--- src/rtl/cpu_boot_loader.sv ---
// Host-side boot loader: streams an instruction/data image into the cpu memories,
// then enables the cpu for a programmed number of cycles.
module cpu_boot_loader #(
   parameter int IMEM_ADDR_W = 9,
   parameter int DMEM_ADDR_W = 10,
   parameter int CNT_W       = 32
) (
   input  logic             clk,
   input  logic             arst,
   input  logic             start,
   input  logic [CNT_W-1:0] max_cycles,
   input  logic             s_valid,
   input  logic [31:0]      s_data,
   output logic             s_ready,
   output logic [63:0]      imem_addr,
   output logic             imem_wen,
   output logic [31:0]      imem_wdata,
   output logic [63:0]      dmem_addr,
   output logic             dmem_wen,
   output logic [63:0]      dmem_wdata,
   output logic             cpu_enable,
   output logic             busy,
   output logic             done,
   output logic             err,
   output logic [CNT_W-1:0] cycle_count,
   output logic [3:0]       dbg_state
);

   typedef enum logic [3:0] {
      S_IDLE, S_IHDR, S_IWORD, S_DHDR, S_DLO, S_DHI, S_RUN, S_DONE, S_ERR
   } state_t;

   localparam logic [16:0]          I_MAX = 17'(2 ** IMEM_ADDR_W);
   localparam logic [16:0]          D_MAX = 17'(2 ** DMEM_ADDR_W);
   localparam logic [IMEM_ADDR_W:0] I_ONE = 1;
   localparam logic [DMEM_ADDR_W:0] D_ONE = 1;
   localparam logic [CNT_W-1:0]     C_ONE = 1;

   state_t                 state;
   logic [IMEM_ADDR_W:0]   n_cnt;
   logic [IMEM_ADDR_W:0]   i_idx;
   logic [DMEM_ADDR_W:0]   m_cnt;
   logic [DMEM_ADDR_W:0]   d_idx;
   logic [31:0]            lo_half;
   logic [CNT_W-1:0]       max_cyc;

   // Ready is a pure decode of the state register, so it drops with reset.
   assign s_ready = (state == S_IHDR) || (state == S_IWORD) || (state == S_DHDR) ||
                    (state == S_DLO)  || (state == S_DHI);
   assign busy      = !((state == S_IDLE) || (state == S_DONE) || (state == S_ERR));
   assign dbg_state = state;

   always_ff @(posedge clk or posedge arst) begin
      if (arst) begin
         state       <= S_IDLE;
         n_cnt       <= '0;
         i_idx       <= '0;
         m_cnt       <= '0;
         d_idx       <= '0;
         lo_half     <= '0;
         max_cyc     <= '0;
         imem_addr   <= '0;
         imem_wen    <= 1'b0;
         imem_wdata  <= '0;
         dmem_addr   <= '0;
         dmem_wen    <= 1'b0;
         dmem_wdata  <= '0;
         cpu_enable  <= 1'b0;
         done        <= 1'b0;
         err         <= 1'b0;
         cycle_count <= '0;
      end else begin
         imem_wen <= 1'b0;
         dmem_wen <= 1'b0;
         case (state)
            S_IDLE, S_DONE, S_ERR: begin
               if (start) begin
                  state       <= S_IHDR;
                  done        <= 1'b0;
                  err         <= 1'b0;
                  cycle_count <= '0;
                  i_idx       <= '0;
                  d_idx       <= '0;
                  max_cyc     <= max_cycles;
               end
            end
            S_IHDR: begin
               if (s_valid) begin
                  if (s_data[15:0] == 16'd0) begin
                     state <= S_DHDR;
                  end else if ({1'b0, s_data[15:0]} > I_MAX) begin
                     state <= S_ERR;
                     err   <= 1'b1;
                  end else begin
                     n_cnt <= s_data[IMEM_ADDR_W:0];
                     state <= S_IWORD;
                  end
               end
            end
            S_IWORD: begin
               if (s_valid) begin
                  imem_wen   <= 1'b1;
                  imem_addr  <= {{(64-IMEM_ADDR_W-3){1'b0}}, i_idx, 2'b00};
                  imem_wdata <= s_data;
                  i_idx      <= i_idx + I_ONE;
                  if (i_idx + I_ONE == n_cnt) state <= S_DHDR;
               end
            end
            S_DHDR: begin
               if (s_valid) begin
                  if (s_data[15:0] == 16'd0) begin
                     state <= S_RUN;
                  end else if ({1'b0, s_data[15:0]} > D_MAX) begin
                     state <= S_ERR;
                     err   <= 1'b1;
                  end else begin
                     m_cnt <= s_data[DMEM_ADDR_W:0];
                     state <= S_DLO;
                  end
               end
            end
            S_DLO: begin
               if (s_valid) begin
                  lo_half <= s_data;
                  state   <= S_DHI;
               end
            end
            S_DHI: begin
               if (s_valid) begin
                  dmem_wen   <= 1'b1;
                  dmem_addr  <= {{(64-DMEM_ADDR_W-4){1'b0}}, d_idx, 3'b000};
                  dmem_wdata <= {s_data, lo_half};
                  d_idx      <= d_idx + D_ONE;
                  state      <= (d_idx + D_ONE == m_cnt) ? S_RUN : S_DLO;
               end
            end
            S_RUN: begin
               // First RUN cycle keeps enable low, so the last dmem write never overlaps it.
               if (cycle_count == max_cyc) begin
                  state      <= S_DONE;
                  cpu_enable <= 1'b0;
                  done       <= 1'b1;
               end else begin
                  cpu_enable  <= 1'b1;
                  cycle_count <= cycle_count + C_ONE;
               end
            end
            default: state <= S_IDLE;
         endcase
      end
   end

endmodule

--- config.mk ---
export PLATFORM = sky130hd
export DESIGN_NAME = cpu_boot_loader
export DESIGN_NICKNAME = d
export VERILOG_FILES = /design/src/rtl/cpu_boot_loader.sv
export SDC_FILE = /design/constraint.sdc
export NUM_CORES = 1
export LEC_CHECK = 0
export CORE_ASPECT_RATIO = 0.9
export CORE_MARGIN = 4
export CORE_UTILIZATION = 50
export CTS_BUF_LIST = sky130_fd_sc_hd__clkbuf_4
export DETAILED_ROUTE_END_ITERATION = 12
export HOLD_SLACK_MARGIN = 0.15
export PLACE_DENSITY = 0.8
export SYNTH_ARGS = -nofsm -noshare
export SYNTH_HDL_FRONTEND = slang
export SYNTH_SLANG_ARGS = --single-unit
--- constraint.sdc ---
create_clock -name clk -period 11.11 [get_ports clk]
set_clock_uncertainty 0.1 [all_clocks]
set_input_delay 2.222 -clock clk [delete_from_list [all_inputs] [get_ports clk]]
set_output_delay 2.222 -clock clk [all_outputs]
set_load 0.02 [all_outputs]
==> flow_summary.yaml, run 1 <==
final_layout:
  final_cells: 1954
  multi_input_area_um2: 5160
  fill_cells: 1984
  layout.nets: 1656
  final_cell_mix: "nand2_1 (487), dfrtp_1 (264), clkdlybuf4s50_1 (227), conb_1 (107), clkbuf_4 (87)"
  drive_above_1_share_pct: 10.6
  final_common_cell: "nand2_1"
  area_growth_pct: 23.6
  regArea_um2: 6610
route:
  met1_length_mm: 13.3
  ant_nets: 0
  first_pass_iters: 5
  wl_met3_mm: 2.98
  top_layer: "met4"
  drtIter0Drc: 776
  finalWirelength_mm: 32.1
  drc: 0
  via_per_inst: 5.03
  avgRoutedWirePerCell_um: 16.4
  wl_met2_mm: 15.3
  vias: 9834
critical_path:
  r2r_cells: 10
  arrival_ns: 2.50
  reg2reg_slack_ns: 7.82
  critPathMaxFanout: 19
  end_kind: "output pin"
  crit_slowest_cell: "dfrtp_1"
  critPathRequiredTime_ns: 8.79
  r2r_end: "d_idx[10]"
  crit_type: "reg -> out"
  path_cells: "nor3_1 > a31o_2 > inv_1 > clkdlybuf4s50_1"
  cp_slowest_stage_delay_ns: 0.59
  r2r-start: "dbg_state[2]"
  critPathBufInv: 2
  critPathLaunchType: "flip-flop"
  cp_top_family: "flip-flops"
  crit_path_start: "dbg_state[0]"
logic_synthesis:
  synth_top_family_by_area: "simple AND/OR/NAND/NOR gates"
  ys_seq_elements: 264
  syn_area_per_cell_um2: 9.26
  async_flop_share_pct: 100
  synth_compound_area_share_pct: 5.29
  syn_inst: 1343
  yosysWarnings: 0
  synth_xor_area_share_pct: 5.49
  synth_edf_count: 0
  yosys.area_share.simple_pct: 21.7
  ys_types: 50
  synthFlopType: "dfrtp_1"
  synth_area_um2: 12400
  muxShareOfSynthArea_pct: 5.34
  synth-seq-area-share_pct: 53.1
  synth_fa_ha_area_share_pct: 0.302
global_route:
  antenna_found_initial: 1
  grt_overflow: 0
  first_global_vias: 9746
  grtUsageTotal_pct: 22.9
  grt_max_degree: 125
  grt_pass1_wl_mm: 51.1
hold_path:
  min_delay_path_depth: 2
  hp-start: "lo_half[29]"
  holdPathEnd: "dmem_wdata[29]"
  hp-class: "reg -> reg"
timing:
  tightest_slew_ns: 1.04
  max_freq_ghz: 0.207
  drv_slew: 0
  setup_violations: 0
  min_period_over_period_pct: 43.4
  rsz0062_at_grt: "false"
  setup_tns_ns: 0
  slew_headroom_pct: 30.5
  hold_violations: 0
  layout_min_cycle_time_ns: 4.82
  holdWs_ns: 0.362
clock_tree:
  cts.sinks: 264
  ctsHoldBuffers: 0
  cts_tree: "built"
  cts_setup_buffers: 0
  clockRootBuffer: "clkbuf_4"
  cts_made_buffers: 67
  cts-htree-levels: 3
  clockBufferDepth: 3
  path_clk_slew_ns: 0.07
  post_cts_resize_count: 0
  clk_latency_ns: 0.65
floorplanning:
  die_area_um2: 27500
  die_x_um: 174
  ios: 335
  start_util_pct: 51.0
  coreArea_um2: 24400
  die_y_um: 158
  rows: 54
pwr:
  ir_drop_v: 0.000120
  p_leak_nw: 7.71
  pwr_density_cell_nw_per_um2: 180
placed_design:
  portBuffers: 227
  place_hpwl_mm: 22.0
  gp_congestion: 0.856
  dp_cells: 1852
flow_run:
  drv_cap: 0
outcome:
  outcome: "finished, final reports clean"
per-layer routing:
metal	GRT usage (%)	vias to the layer above
li1	-	4655
met4	7.27	0
met2	36.0	374
met5	0	-
met3	8.12	47
met1	30.1	4758
final cells by class:
| type | instances | area share (%) |
|---|---|---|
| clock buffers | 87 | 4.25 |
| well taps | 336 | 2.74 |
| diodes | 1 | 0.0163 |
| multi-input cells | 1005 | 33.6 |
| clock inverters | 14 | 0.912 |
| repair buffers | 236 | 15.2 |
| flip-flops and latches | 264 | 43.0 |
| inverters | 11 | 0.317 |
report_power, final:
group          internal (mW)  switching, mW  total [mW]
registers               1.11          0.117        1.23
clock network          0.431          0.378       0.809
logic                  0.300          0.429       0.729
sequential cells by signal (all words and copies together), names as in the netlist, 4 cells and up:
| name | count |
|---|---|
| m_cnt | 11 |
| n_cnt | 10 |
| dbg_state | 4 |
| cycle_count | 32 |
| lo_half | 32 |
| max_cyc | 32 |
| imem_addr | 10 |
| dmem_addr | 11 |
| imem_wdata | 32 |
| dmem_wdata | 64 |
| d_idx | 11 |
| i_idx | 10 |
worst max-delay path by stage:
| stage | end | depth (start not counted) |
|---|---|---|
| after global placement | d_idx[10] | 9 |
| final | busy | 4 |
| after detailed placement | d_idx[8] | 8 |
| after CTS | busy | 4 |
| after global routing | busy | 4 |
| after floorplan | cpu_enable | 1 |
synth_stat cells (all sizes together) (4+ instances only):
cell	number	area share (%)
a21oi	16	0.64
a31oi	4	0.20
and2	6	0.30
and3	6	0.34
and4	5	0.39
buf	119	6.8
clkbuf	50	1.5
dfrtp	264	53
inv	11	0.33
mux2	51	4.6
mux2i	9	0.72
nand2	488	15
nand2b	5	0.25
nand3	30	1.3
nand4	13	0.65
nor2	49	1.5
nor2b	5	0.25
nor3	14	0.60
nor4	14	0.70
o211ai	5	0.30
o21ai	52	2.1
o31ai	10	0.60
o41ai	4	0.28
or3	5	0.25
xnor2	33	2.3
xor2	45	3.2
kinds of logic (layout without fill, tap and decap cells):
kind of cell             Yosys count  after routing
XOR/XNOR                          78             78
other                              1            108
adder cells (fa/ha/maj)            3              3
multiplexers                      60             60
flip-flops                       264            264
buffers and inverters            180            348
AO/OA/AOI/OAI                    109            109
AND/OR/NAND/NOR                  648            648
per-stage QoR:
stage               total power [mW]  util (%)  instance area (um2)  setup slack [ns]
floorplan                       1.70         -                12800              1.52
global placement                1.95      59.8                14600              6.01
detailed placement              1.98      59.8                14600              5.98
CTS                             2.80      63.0                15400              6.20
global route                    2.93      63.0                15400              6.09
finish                          2.77      63.0                15400              6.29
tightest hold or removal path: cells and delay by family, from the launching register on:
family,cells,cell delay [ns]
AND/OR/NAND/NOR,2,0.09
flip-flops,1,0.34
(Power assumes the default switching activity.)
==> run 2: changes to the inputs <==
--- a/config.mk
+++ b/config.mk
@@ -7,11 +7,11 @@
 export LEC_CHECK = 0
 export CORE_ASPECT_RATIO = 0.9
 export CORE_MARGIN = 4
-export CORE_UTILIZATION = 50
+export CORE_UTILIZATION = 45
 export CTS_BUF_LIST = sky130_fd_sc_hd__clkbuf_4
 export DETAILED_ROUTE_END_ITERATION = 12
 export HOLD_SLACK_MARGIN = 0.15
-export PLACE_DENSITY = 0.8
+export PLACE_DENSITY = 0.76
 export SYNTH_ARGS = -nofsm -noshare
 export SYNTH_HDL_FRONTEND = slang
 export SYNTH_SLANG_ARGS = --single-unit
==> constraint.sdc (replaced) <==
create_clock -name clk -period 4.3 [get_ports clk]
set_clock_uncertainty 0.1 [all_clocks]
set_input_delay 0.86 -clock clk [delete_from_list [all_inputs] [get_ports clk]]
set_output_delay 0.86 -clock clk [all_outputs]
set_load 0.02 [all_outputs]
==> flow_summary.yaml, run 2 (synthesis gave the netlist of run 1 again) <==
outcome:
  outcome: "finished, final reports clean"
critical_path:
  r2r_cells: 7
  r2r_end: "cycle_count[23]"
  end_kind: "output pin"
  critPathRequiredTime_ns: 3.34
  crit_path_start: "dbg_state[0]"
  critPathMaxFanout: 19
  crit_type: "reg -> out"
  arrival_ns: 2.59
  r2r-start: "cycle_count[4]"
  reg2reg_slack_ns: 1.33
  critPathLaunchType: "flip-flop"
  endpoint: "busy"
timing:
  min_period_over_period_pct: 82.5
  setup_tns_ns: 0
  tightest_slew_ns: 0.990
  max_freq_ghz: 0.282
  layout_min_cycle_time_ns: 3.55
  holdWs_ns: 0.336
  setup_violations: 0
  drv_slew: 0
  rsz0062_at_grt: "false"
  slew_headroom_pct: 34.0
  hold_violations: 0
clock_tree:
  post_cts_resize_count: 0
  cts_setup_buffers: 0
  cts.sinks: 264
  clockRootBuffer: "clkbuf_4"
  cts_tree: "built"
  path_clk_slew_ns: 0.07
  clockBufferDepth: 3
  clk_latency_ns: 0.68
  cts-htree-levels: 3
  cts_made_buffers: 70
  ctsHoldBuffers: 0
placed_design:
  gp_congestion: 0.853
  post_dp_cell_area_um2: 14700
  portBuffers: 227
  place_hpwl_mm: 23.0
hold_path:
  hp-start: "lo_half[13]"
  hp-class: "reg -> reg"
final_layout:
  final_area_um2: 15500
  regMostFlops: "dmem_wdata"
  drive_above_1_share_pct: 11.7
  fin_util_pct: 57.4
  largest_reg_flops: 64
  area_growth_pct: 25.0
  layout.nets: 1662
  final_common_cell: "nand2_1"
  final_cell_mix: "nand2_1 (487), dfrtp_1 (264), clkdlybuf4s50_1 (227), conb_1 (107), clkbuf_4 (100)"
floorplanning:
  die_y_um: 166
  die_x_um: 183
  ios: 335
  coreArea_um2: 27100
  rows: 57
  start_util_pct: 45.9
  die_area_um2: 30400
global_route:
  grt_max_degree: 89
  first_global_vias: 9624
  antenna_found_initial: 4
  grt_pass1_wl_mm: 52.6
  grtUsageTotal_pct: 21.4
  grt_overflow: 0
pwr:
  pwr_density_cell_nw_per_um2: 467
  p_leak_nw: 7.80
  totalPowerFinal_mw: 7.26
  ir_drop_v: 0.000384
route:
  drc: 0
  drtIter0Drc: 792
  via_per_inst: 4.94
  avgRoutedWirePerCell_um: 16.6
  finalWirelength_mm: 33.1
  first_pass_iters: 6
  vias: 9866
  ant_nets: 0
flow_run:
  drv_cap: 0
run 2: where the power goes:
group / total [mW] / internal [mW] / switching [mW] / leakage [nW]
Clock: 2.16 / 1.09 / 1.07 / 0.525
Combinational: 1.92 / 0.780 / 1.14 / 3.69
Sequential: 3.18 / 2.87 / 0.303 / 3.58
Total: 7.26 / 4.75 / 2.51 / 7.80
run 2: routing by layer:
layer / up-vias / part of all wire (%) / GRT usage [%] / routed length (um)
met3: 71 / 7.5 / 6.60 / 2490
li1: 4720 / - / - / -
met2: 320 / 46 / 31.4 / 15100
met1: 4755 / 44 / 30.0 / 14400
met5: - / 0 / 0 / 0
met4: 0 / 3.2 / 8.48 / 1060
run 2: layout make-up:
type / count / area, um2
timing repair buffer: 239 / 2410
clock buffer: 100 / 751
clock inverter: 20 / 119
inverter: 11 / 45.0
fill: 2349 / 11600
sequential: 264 / 6610
multi-input combinational: 1005 / 5160
antenna: 4 / 10.0
tap: 354 / 443
run 2: worst min-delay path by stage:
stage	slack (ns)	end	cells after the start
CTS	0.31	dmem_wdata[13]	2
global placement	0.34	dmem_wdata[23]	2
global route	0.36	dmem_wdata[13]	2
floorplan	0.33	dmem_wdata[0]	2
detailed placement	0.35	dmem_wdata[20]	2
finish	0.34	dmem_wdata[13]	2
run 2: worst max-delay path, cell delays in order, from the launching register on:
cell	delay (ns)
dfrtp_1	0.58
nor3_1	0.51
a31o_2	0.20
inv_1	0.04
clkdlybuf4s50_1	0.57
run 2: stage by stage:
step           setup slack (ns)  instances
2_1_floorplan            -0.144       1449
3_3_place_gp              0.764       1873
3_5_place_dp              0.689       1873
4_1_cts                   0.695       1993
5_1_grt                   0.572       1997
6_report                  0.753       1997
